## config.mk

```make
export PLATFORM = sky130hd
export DESIGN_NAME = inst_fetch_buffer_flat
export DESIGN_NICKNAME = d
export VERILOG_FILES = /design/src/rtl/inst_fetch_buffer_pkg.sv /design/src/rtl/inst_fetch_buffer_if.sv /design/src/rtl/inst_fetch_buffer_deq_select.sv /design/src/rtl/inst_fetch_buffer.sv /design/src/flat_wrapper.sv
export SDC_FILE = /design/constraint.sdc
export NUM_CORES = 2
export LEC_CHECK = 0
export ABC_AREA = 0
export CORE_ASPECT_RATIO = 0.9
export CORE_MARGIN = 1
export CORE_UTILIZATION = 50
export DETAILED_ROUTE_END_ITERATION = 7
export PLACE_DENSITY_LB_ADDON = 0.1
export SLEW_MARGIN = 20
export SYNTH_ARGS = -nofsm -noshare
export SYNTH_HDL_FRONTEND = slang
export SYNTH_SLANG_ARGS = --single-unit
```

## constraint.sdc

```tcl
create_clock -name clk -period 113.5 [get_ports clk]
set_clock_uncertainty 0.2 [all_clocks]
set_input_delay 11.35 -clock clk [delete_from_list [all_inputs] [get_ports clk]]
set_output_delay 11.35 -clock clk [all_outputs]
set_load 0.01 [all_outputs]
```

## src/rtl/inst_fetch_buffer_pkg.sv

```systemverilog
// Shared types for the instruction fetch buffer: per-entry fill state and the entry record.
package inst_fetch_buffer_pkg;

    localparam int IFB_EXC_W = 5;

    typedef enum logic {
        IFB_WAIT = 1'b0,
        IFB_DONE = 1'b1
    } ifb_state_e;

    typedef struct packed {
        logic                 valid;
        logic                 live;
        ifb_state_e           state;
        logic [31:0]          pc;
        logic [31:0]          inst;
        logic                 ex;
        logic [IFB_EXC_W-1:0] exccode;
    } ifb_entry_t;

endpackage

```

## src/rtl/inst_fetch_buffer_if.sv

```systemverilog
// Allocation, ICache request/response and dequeue signals of the fetch buffer.
interface inst_fetch_buffer_if #(
    parameter int DEPTH   = 16,
    parameter int FETCH_W = 2,
    parameter int ISSUE_W = 2
);
    import inst_fetch_buffer_pkg::*;

    logic                           flush;
    logic                           alloc_valid;
    logic                           alloc_ready;
    logic [31:0]                    alloc_pc;
    logic [FETCH_W-1:0]             alloc_mask;
    logic                           alloc_ex;
    logic [IFB_EXC_W-1:0]           alloc_exccode;
    logic                           req_valid;
    logic [31:0]                    req_pc;
    logic                           req_ready;
    logic                           resp_valid;
    logic [32*FETCH_W-1:0]          resp_data;
    logic                           resp_ex;
    logic [IFB_EXC_W-1:0]           resp_exccode;
    logic [ISSUE_W-1:0]             deq_valid;
    logic [ISSUE_W-1:0]             deq_live;
    logic [32*ISSUE_W-1:0]          deq_inst;
    logic [32*ISSUE_W-1:0]          deq_pc;
    logic [ISSUE_W-1:0]             deq_ex;
    logic [IFB_EXC_W*ISSUE_W-1:0]   deq_exccode;
    logic [$clog2(ISSUE_W+1)-1:0]   deq_count;
    logic [$clog2(DEPTH+1)-1:0]     count;

    modport slave (
        input  flush, alloc_valid, alloc_pc, alloc_mask, alloc_ex, alloc_exccode,
               req_ready, resp_valid, resp_data, resp_ex, resp_exccode, deq_count,
        output alloc_ready, req_valid, req_pc, deq_valid, deq_live, deq_inst, deq_pc,
               deq_ex, deq_exccode, count
    );

    modport master (
        output flush, alloc_valid, alloc_pc, alloc_mask, alloc_ex, alloc_exccode,
               req_ready, resp_valid, resp_data, resp_ex, resp_exccode, deq_count,
        input  alloc_ready, req_valid, req_pc, deq_valid, deq_live, deq_inst, deq_pc,
               deq_ex, deq_exccode, count
    );

endinterface

```

## src/rtl/inst_fetch_buffer_deq_select.sv

```systemverilog
// Dequeue lane selection: in-order prefix of completed entries starting at head, plus payload mux.
module ifb_deq_select
    import inst_fetch_buffer_pkg::*;
#(
    parameter int DEPTH   = 16,
    parameter int ISSUE_W = 2
) (
    input  ifb_entry_t                   entries [DEPTH],
    input  logic [$clog2(DEPTH)-1:0]     head,
    output logic [ISSUE_W-1:0]           deq_valid,
    output logic [ISSUE_W-1:0]           deq_live,
    output logic [32*ISSUE_W-1:0]        deq_inst,
    output logic [32*ISSUE_W-1:0]        deq_pc,
    output logic [ISSUE_W-1:0]           deq_ex,
    output logic [IFB_EXC_W*ISSUE_W-1:0] deq_exccode
);
    localparam int PTR_W = $clog2(DEPTH);

    ifb_entry_t e;
    logic       chain;

    // NOTE: every output and temporary gets a default first, so no path leaves a latch behind.
    always_comb begin
        deq_valid   = '0;
        deq_live    = '0;
        deq_inst    = '0;
        deq_pc      = '0;
        deq_ex      = '0;
        deq_exccode = '0;
        e           = '0;
        chain       = 1'b1;
        for (int i = 0; i < ISSUE_W; i++) begin
            e     = entries[head + PTR_W'(i)];
            // A lane is only offered if every older lane is offered too.
            chain = chain && e.valid && (e.state == IFB_DONE);
            deq_valid[i]                        = chain;
            deq_live[i]                         = e.live;
            deq_inst[32*i +: 32]                = e.inst;
            deq_pc[32*i +: 32]                  = e.pc;
            deq_ex[i]                           = e.ex;
            deq_exccode[IFB_EXC_W*i +: IFB_EXC_W] = e.exccode;
        end
    end

endmodule

```

## src/rtl/inst_fetch_buffer.sv

```systemverilog
// Circular instruction fetch buffer with tail/fill/head pointers and a single outstanding ICache request.
// Optional full-cycle performance counter enabled by defining IFB_PERF_CNT_EN.
module inst_fetch_buffer
    import inst_fetch_buffer_pkg::*;
#(
    parameter int DEPTH   = 16,
    parameter int FETCH_W = 2,
    parameter int ISSUE_W = 2
) (
    input  logic                clk,
    input  logic                reset,
    inst_fetch_buffer_if.slave  bus
`ifdef IFB_PERF_CNT_EN
    ,
    output logic [31:0]         full_cycles
`endif
);
    localparam int PTR_W = $clog2(DEPTH);
    localparam int CNT_W = $clog2(DEPTH+1);

    ifb_entry_t       entries [DEPTH];
    logic [PTR_W-1:0] tail, fill, head;
    logic [CNT_W-1:0] count_q;
    logic             outstanding, cancel;

    logic fill_pending, fill_exc, req_fire, resp_take, alloc_fire;

    assign fill_pending = entries[fill].valid && (entries[fill].state == IFB_WAIT);
    // A group tagged with a prefetch exception completes without touching the ICache.
    assign fill_exc     = fill_pending && entries[fill].ex;

    assign bus.req_valid   = fill_pending && !entries[fill].ex && !outstanding && !cancel;
    assign bus.req_pc      = entries[fill].pc & ~32'h3;
    assign req_fire        = bus.req_valid && bus.req_ready;
    assign resp_take       = bus.resp_valid && outstanding && !cancel;
    assign bus.alloc_ready = (DEPTH - int'(count_q)) >= FETCH_W;
    assign alloc_fire      = bus.alloc_valid && bus.alloc_ready;
    assign bus.count       = count_q;

    // NOTE: the entry array is reset like any other register because valid/state live inside it.
    always_ff @(posedge clk or posedge reset) begin
        if (reset) begin
            for (int i = 0; i < DEPTH; i++) entries[i] <= '0;
            tail        <= '0;
            fill        <= '0;
            head        <= '0;
            count_q     <= '0;
            outstanding <= 1'b0;
            cancel      <= 1'b0;
        end else if (bus.flush) begin
            for (int i = 0; i < DEPTH; i++) entries[i].valid <= 1'b0;
            tail        <= '0;
            fill        <= '0;
            head        <= '0;
            count_q     <= '0;
            outstanding <= 1'b0;
            // A response arriving in the flush cycle itself settles the in-flight request.
            cancel      <= ((outstanding || cancel) && !bus.resp_valid) || req_fire;
        end else begin
            for (int i = 0; i < ISSUE_W; i++)
                if (i < int'(bus.deq_count)) entries[head + PTR_W'(i)].valid <= 1'b0;
            head <= head + PTR_W'(bus.deq_count);

            if (fill_exc) begin
                for (int j = 0; j < FETCH_W; j++) begin
                    entries[fill + PTR_W'(j)].state <= IFB_DONE;
                    entries[fill + PTR_W'(j)].inst  <= '0;
                end
                fill <= fill + PTR_W'(FETCH_W);
            end else if (resp_take) begin
                for (int j = 0; j < FETCH_W; j++) begin
                    entries[fill + PTR_W'(j)].state   <= IFB_DONE;
                    entries[fill + PTR_W'(j)].inst    <= bus.resp_data[32*j +: 32];
                    entries[fill + PTR_W'(j)].ex      <= bus.resp_ex;
                    entries[fill + PTR_W'(j)].exccode <= bus.resp_exccode;
                end
                fill        <= fill + PTR_W'(FETCH_W);
                outstanding <= 1'b0;
            end else if (req_fire) begin
                outstanding <= 1'b1;
            end

            if (bus.resp_valid && cancel) cancel <= 1'b0;

            if (alloc_fire) begin
                for (int j = 0; j < FETCH_W; j++)
                    entries[tail + PTR_W'(j)] <= '{valid: 1'b1, live: bus.alloc_mask[j],
                        state: IFB_WAIT, pc: bus.alloc_pc + 32'(4 * j), inst: '0,
                        ex: bus.alloc_ex, exccode: bus.alloc_exccode};
                tail <= tail + PTR_W'(FETCH_W);
            end

            count_q <= count_q + (alloc_fire ? CNT_W'(FETCH_W) : CNT_W'(0)) - CNT_W'(bus.deq_count);
        end
    end

`ifdef IFB_PERF_CNT_EN
    // Saturating; flush leaves it alone.
    always_ff @(posedge clk or posedge reset) begin
        if (reset)
            full_cycles <= '0;
        else if (count_q == CNT_W'(DEPTH) && full_cycles != '1)
            full_cycles <= full_cycles + 32'd1;
    end
`else
    // Full-cycle counter compiled out.
`endif

    ifb_deq_select #(.DEPTH(DEPTH), .ISSUE_W(ISSUE_W)) u_deq_select (
        .entries     (entries),
        .head        (head),
        .deq_valid   (bus.deq_valid),
        .deq_live    (bus.deq_live),
        .deq_inst    (bus.deq_inst),
        .deq_pc      (bus.deq_pc),
        .deq_ex      (bus.deq_ex),
        .deq_exccode (bus.deq_exccode)
    );

endmodule

```

## src/flat_wrapper.sv

```systemverilog
// flat-port wrapper written by rule: the top's interface ports become plain ports
module inst_fetch_buffer_flat import inst_fetch_buffer_pkg::*;
#(
    parameter int DEPTH   = 16,
    parameter int FETCH_W = 2,
    parameter int ISSUE_W = 2
)
  (clk, reset, bus_flush, bus_alloc_valid, bus_alloc_pc, bus_alloc_mask, bus_alloc_ex, bus_alloc_exccode, bus_req_ready, bus_resp_valid, bus_resp_data, bus_resp_ex, bus_resp_exccode, bus_deq_count, bus_alloc_ready, bus_req_valid, bus_req_pc, bus_deq_valid, bus_deq_live, bus_deq_inst, bus_deq_pc, bus_deq_ex, bus_deq_exccode, bus_count);
  inst_fetch_buffer_if #(.DEPTH(DEPTH), .FETCH_W(FETCH_W), .ISSUE_W(ISSUE_W)) bus_i ();
  input  logic clk;
  input  logic reset;
  input wire logic [$bits(bus_i.flush)-1:0] bus_flush;
  input wire logic [$bits(bus_i.alloc_valid)-1:0] bus_alloc_valid;
  input wire logic [$bits(bus_i.alloc_pc)-1:0] bus_alloc_pc;
  input wire logic [$bits(bus_i.alloc_mask)-1:0] bus_alloc_mask;
  input wire logic [$bits(bus_i.alloc_ex)-1:0] bus_alloc_ex;
  input wire logic [$bits(bus_i.alloc_exccode)-1:0] bus_alloc_exccode;
  input wire logic [$bits(bus_i.req_ready)-1:0] bus_req_ready;
  input wire logic [$bits(bus_i.resp_valid)-1:0] bus_resp_valid;
  input wire logic [$bits(bus_i.resp_data)-1:0] bus_resp_data;
  input wire logic [$bits(bus_i.resp_ex)-1:0] bus_resp_ex;
  input wire logic [$bits(bus_i.resp_exccode)-1:0] bus_resp_exccode;
  input wire logic [$bits(bus_i.deq_count)-1:0] bus_deq_count;
  output wire logic [$bits(bus_i.alloc_ready)-1:0] bus_alloc_ready;
  output wire logic [$bits(bus_i.req_valid)-1:0] bus_req_valid;
  output wire logic [$bits(bus_i.req_pc)-1:0] bus_req_pc;
  output wire logic [$bits(bus_i.deq_valid)-1:0] bus_deq_valid;
  output wire logic [$bits(bus_i.deq_live)-1:0] bus_deq_live;
  output wire logic [$bits(bus_i.deq_inst)-1:0] bus_deq_inst;
  output wire logic [$bits(bus_i.deq_pc)-1:0] bus_deq_pc;
  output wire logic [$bits(bus_i.deq_ex)-1:0] bus_deq_ex;
  output wire logic [$bits(bus_i.deq_exccode)-1:0] bus_deq_exccode;
  output wire logic [$bits(bus_i.count)-1:0] bus_count;
  assign bus_i.flush = bus_flush;
  assign bus_i.alloc_valid = bus_alloc_valid;
  assign bus_i.alloc_pc = bus_alloc_pc;
  assign bus_i.alloc_mask = bus_alloc_mask;
  assign bus_i.alloc_ex = bus_alloc_ex;
  assign bus_i.alloc_exccode = bus_alloc_exccode;
  assign bus_i.req_ready = bus_req_ready;
  assign bus_i.resp_valid = bus_resp_valid;
  assign bus_i.resp_data = bus_resp_data;
  assign bus_i.resp_ex = bus_resp_ex;
  assign bus_i.resp_exccode = bus_resp_exccode;
  assign bus_i.deq_count = bus_deq_count;
  assign bus_alloc_ready = bus_i.alloc_ready;
  assign bus_req_valid = bus_i.req_valid;
  assign bus_req_pc = bus_i.req_pc;
  assign bus_deq_valid = bus_i.deq_valid;
  assign bus_deq_live = bus_i.deq_live;
  assign bus_deq_inst = bus_i.deq_inst;
  assign bus_deq_pc = bus_i.deq_pc;
  assign bus_deq_ex = bus_i.deq_ex;
  assign bus_deq_exccode = bus_i.deq_exccode;
  assign bus_count = bus_i.count;
  inst_fetch_buffer #(.DEPTH(DEPTH), .FETCH_W(FETCH_W), .ISSUE_W(ISSUE_W)) u_core (.clk(clk), .reset(reset), .bus(bus_i));
endmodule
```

Yosys cells after proc, flatten, opt, wreduce, memory -nomap -nowiden
Index checks and enable logic that the tools add are counted.
{ "totals": {"inputBits": 118, "out_inout_bits": 183, "reg_bits": 1187} }
{ "op_classes": {"n_mux": 86, "bitwise": 7, "addsub": 10, "reduce_logical": 31, "order_cmp": 15, "eq_ne": 1} }
{ "ops": {"columns": ["cell", "count"], "rows": [
  ["bitwise mux 1168 bit", 15],
  ["2-to-1 mux 1168 bit", 8],
  ["demux 73 bit (select 4 bit)", 12],
  ["binary-select mux 73 bit (select 4 bit)", 3],
  ["2-to-1 mux 73 bit", 10],
  ["2-to-1 mux 71 bit", 2],
  ["2-to-1 mux 38 bit", 2],
  ["adder 32 x 3 -> 32 bit (second input constant)", 1],
  [">= comparator 32 x 3 -> 1 bit (second input constant)", 1],
  [">= comparator 5 bit (second input constant)", 6],
  ["< comparator 5 x 1 -> 1 bit (second input constant)", 6],
  ["NOT 4 -> 5 bit", 6],
  ["2-to-1 mux 4 bit", 6],
  ["2-to-1 mux 1 bit", 22],
  ["logical AND 1 bit", 20],
  ["2-to-1 mux 5 bit", 3],
  ["adder 4 x 1 -> 4 bit (second input constant)", 3],
  ["2-to-1 mux 6 bit", 2],
  ["adder 4 x 2 -> 4 bit (second input constant)", 2],
  ["nonzero test 3 bit", 2],
  ["subtractor 5 x 5 -> 6 bit (first input constant)", 1],
  ["adder 5 bit", 1],
  ["subtractor 5 x 2 -> 5 bit", 1],
  ["adder 4 x 2 -> 4 bit", 1],
  ["other kinds (8)", 14]
]} }

Longest topological paths before layout
{ "depth": {"depth_word": 26, "mapped_depth": 15, "mapped_depth_nobuf": 14} }

By module
Synthesis repeated with hierarchy kept, for this count alone.
{ "hier_totals": {"hier_cells": 5014, "area_unflattened_um2": 63163.1} }
{ "by_module_without_submodules": {"columns": ["mod", "seq_area_each_um2", "area_per_inst_um2", "cells_per_inst", "instances"], "rows": [
  ["inst_fetch_buffer", 29653.4, 45825.2, 4103, 1],
  ["ifb_deq_select", 0.0, 17337.9, 911, 1]
]} }

Least setup slack after synthesis
No wires, ideal clock.
{ "synth_path": {"path_type": "register -> output", "start": "register u_core.head[0]", "end": "output bus_deq_pc[38]", "path_slack_ns": 98.366, "n_path_buf": 6, "t_arrival_ns": 3.584, "stages_incl_launch_ff": 11, "t_required_ns": 101.950, "path_cell_list": "dfrtp_1 buf_2 buf_2 clkbuf_1 inv_1 ha_1 clkbuf_1 buf_2 buf_1 mux4_2 mux4_2"} }
{ "synth_via": {"elab_chain_len": 5} }
{ "synth_lines": {"columns": ["element", "line", "rtl"], "rows": [
  ["from (decl)", "inst_fetch_buffer.sv:22", "logic [PTR_W-1:0] tail, fill, head;"],
  ["from (signal assigned)", "inst_fetch_buffer.sv:62", "head <= head + PTR_W'(bus.deq_count);"],
  ["adder 4 x 1 -> 4 bit", "inst_fetch_buffer_deq_select.sv:33", "e = entries[head + PTR_W'(i)];"],
  ["NOT 4 -> 5 bit (not written as such)", "inst_fetch_buffer_deq_select.sv:33", null],
  ["binary-select mux 73 bit (select 4 bit)", "inst_fetch_buffer_deq_select.sv:33", null],
  ["2-to-1 mux 73 bit (not written as such) (2 in a row)", "inst_fetch_buffer_deq_select.sv:33", null],
  ["to (decl)", "flat_wrapper.sv:30", "output wire logic [$bits(bus_i.deq_pc)-1:0] bus_deq_pc;"]
]} }
Every way passes these cells. The select of a mux whose other input is x is not followed.

Worst setup path after layout
{ "layout_path": {"start": "register u_core.head[1]", "end": "output bus_deq_inst[63]"} }
{ "layout_via": {"elab_chain_len": 5} }
{ "layout_lines": {"columns": ["element", "line", "rtl"], "rows": [
  ["adder 4 x 1 -> 4 bit", "inst_fetch_buffer_deq_select.sv:33", null],
  ["NOT 4 -> 5 bit (not written as such)", "inst_fetch_buffer_deq_select.sv:33", null],
  ["binary-select mux 73 bit (select 4 bit)", "inst_fetch_buffer_deq_select.sv:33", null],
  ["2-to-1 mux 73 bit (not written as such) (2 in a row)", "inst_fetch_buffer_deq_select.sv:33", null],
  ["to (decl)", "flat_wrapper.sv:29", "output wire logic [$bits(bus_i.deq_inst)-1:0] bus_deq_inst;"]
]} }
Every way passes these cells. The select of a mux whose other input is x is not followed.

==> out/qor.yml <==
ant_nets: 0
pre_cts_slack_ns: 96.16
hold_depth: 2
worstHoldEndpoint: "u_core.entries[696]"
cts_resized: 0
root_buffer: "clkbuf_16"
row_count: 123
grt_pass1_wl_mm: 317
rr_worst_depth: 10
rrSetupSlack_ns: 108.60
hold_buffers: 0
ys_seq_elements: 1185
areaGrowthSynthToFinish_pct: 13.3
grt_pass1_vias: 47100
layout_common_cells: "dfrtp_1, nand2_1, mux4_2"
die_area_um2: 129000
max_cap_viol_count: 0
clk_latency_ns: 0.77
critPathMaxFanout: 50
relSlewSlack_pct: 21.7
drc: 0
cts_setup_buffers: 0
power_density_nw_per_um2: 20.1
status: "completed"
grt_usage_pct: 33.0
worstPathRequired_ns: 101.95
drtIter0Drc: 5828
path_delay_family: "buffers and inverters"
cts_tree: "done"
vias: 47800
nets: 5256
synth-main-ff-cell: "dfrtp_1"
grt-ovfl-total: 0
asyncSetResetFlopFracSynth_pct: 100
whs_ns: 0.292
fin_crit_sh_pct: 15.8
antenna_found_initial: 13
start_util_pct: 50.7
cp_num_buf_inv: 4
core_um2: 126000
fin_crit_ns: 17.92
htree_levels: 4
portBuffers: 298
seq_area_frac_synth_pct: 46.5
cts_buffer_depth: 3
die_x_um: 378
holdCritStartpoint: "u_core.entries[696]"
rsz0062_at_grt: "false"
grt_start_max_net_pins: 171
synth-edff-count: 0
clk_pin_slew_ns: 0.06
routabilityCongestion: 0.848
vias_per_cell: 6.91
finalSetupViolCount: 0
crit_arrival_ns: 6.37
cts.sinks: 1185
ys_warn_count: 0
r2r-start: "u_core.fill[3]"
cts_buffers: 133
dpl.hpwl_mm: 118
critPathMaxStageDelay_ns: 0.99
syn-cell-area_um2: 63800
detail_route.first_pass.iterations: 8
hold_violations: 0
final_common_cell: "dfrtp_1"
die_y_um: 341
finalWorstSetupSlack_ns: 95.58
p_leak_nw: 31.3
syn_area_per_cell_um2: 12.4
worstHoldPathType: "reg -> reg"
drt_wl_total_mm: 210
drv_slew: 0
r2r_end: "u_core.entries[251]"
boundaryPins: 301
critPathKind: "reg -> out"
end_kind: "output port"
drive_above_1_share_pct: 21.5
tightest_slew_ns: 1.17
syn_inst: 5148
vdd_drop_max_mv: 0.0155
cp_slowest_cell: "dfrtp_4"
post_drt_wl_per_cell_um: 30.3
finalSetupTns_ns: 0
clock.fmax_ghz: 0.0558
startpoint_type: "flip-flop"
crit_chain: "inv_1 -> ha_4 -> buf_4 -> buf_4 -> mux4_2 -> mux4_2 -> clkdlybuf4s50_1"
ys_types: 82
==> routing by layer <==
metal | global-route usage [%] | vias to the layer above | share of wire [%]
li1 | - | 19400 | -
met1 | 46.9 | 25100 | 41
met2 | 49.0 | 2690 | 46
met3 | 7.43 | 486 | 9.5
met4 | 14.0 | 18 | 4.0
met5 | 0 | - | 0.057
==> final cells by class <==
cell class / instances / area (µm²)
Clock inverter: 44 / 702
Clock buffer: 191 / 4020
Timing Repair Buffer: 398 / 3840
Sequential cell: 1185 / 29700
Multi-Input combinational cell: 3354 / 31700
Antenna cell: 4 / 10.0
Tap cell: 1687 / 2110
Fill cell: 10100 / 53500
Inverter: 46 / 180
==> worst max-delay path by stage <==
stage / start / endpoint / slack, ns / cells after the start
after global placement: u_core.head[1] / bus_deq_inst[63] / 96.27 / 7
after detailed placement: u_core.head[1] / bus_deq_inst[63] / 96.16 / 7
after global routing: u_core.head[1] / bus_deq_inst[63] / 95.09 / 7
final: u_core.head[1] / bus_deq_inst[63] / 95.58 / 7
after floorplan: reset / u_core.bus.count[0] / 68.57 / 1
after CTS: u_core.head[1] / bus_deq_inst[63] / 95.34 / 7
==> power by group <==
part           switching (mW)  total, mW  internal, mW  leakage (nW)
sequential             0.0683      0.558         0.490          16.0
combinational           0.216      0.427         0.212          13.0
clock                   0.184      0.470         0.287          2.34
total                   0.468       1.46         0.988          31.3
==> kinds of logic (layout without fill, tap and decap cells) <==
logic type	Yosys count	after routing	synth area share, %
AO/OA/AOI/OAI	1119	1119	13.7
XOR/XNOR	41	41	0.563
adder cells (fa/ha/maj)	20	20	0.416
buffers and inverters	610	679	4.10
flip-flops	1185	1185	46.5
multiplexers	733	733	25.5
other	1	6	0.00588
AND/OR/NAND/NOR	1439	1439	9.20
==> per-stage QoR <==
step / std cells / power (mW) / area (µm²) / utilization (%)
final: 6909 / 1.46 / 72300 / 57.5
after global routing: 6908 / 1.52 / 72300 / 57.5
after CTS: 6903 / 1.46 / 72200 / 57.4
after detailed placement: 6668 / 0.988 / 67400 / 53.6
after global placement: 6668 / 0.981 / 67400 / 53.6
after floorplan: 5149 / 0.816 / 63800 / -
==> sequential cells by signal (all words and copies together) (netlist names) <==
| register | count |
|---|---|
| u_core.bus.count | 5 |
| u_core.cancel | 1 |
| u_core.entries | 1168 |
| u_core.fill | 3 |
| u_core.head | 4 |
| u_core.outstanding | 1 |
| u_core.tail | 3 |
==> worst min-delay path: stages (launching register included) <==
cell and delay [ns]:
dfrtp_1 0.35, nand2_1 0.05, nand2_1 0.05
==> cell usage after synthesis, types with 18 or more instances <==
master / count / area (µm²)
nand4_1: 23 / 144
dfrtp_1: 1185 / 29700
a21oi_1: 29 / 145
clkbuf_1: 309 / 1160
o221a_2: 18 / 203
a31oi_1: 26 / 163
ha_1: 18 / 225
buf_2: 59 / 295
a22oi_1: 92 / 691
mux4_2: 713 / 16100
xor2_1: 24 / 210
o21ai_0: 257 / 1290
nor3_1: 22 / 110
buf_1: 156 / 586
nand2_1: 1187 / 4460
buf_6: 27 / 304
a222oi_1: 23 / 230
and3_1: 22 / 138
a22o_1: 529 / 4630
nand3_1: 45 / 225
nor2_1: 65 / 244
o21a_1: 22 / 165
inv_1: 45 / 169
a221oi_1: 24 / 210
Note: power is estimated with default switching activity, not from simulation.
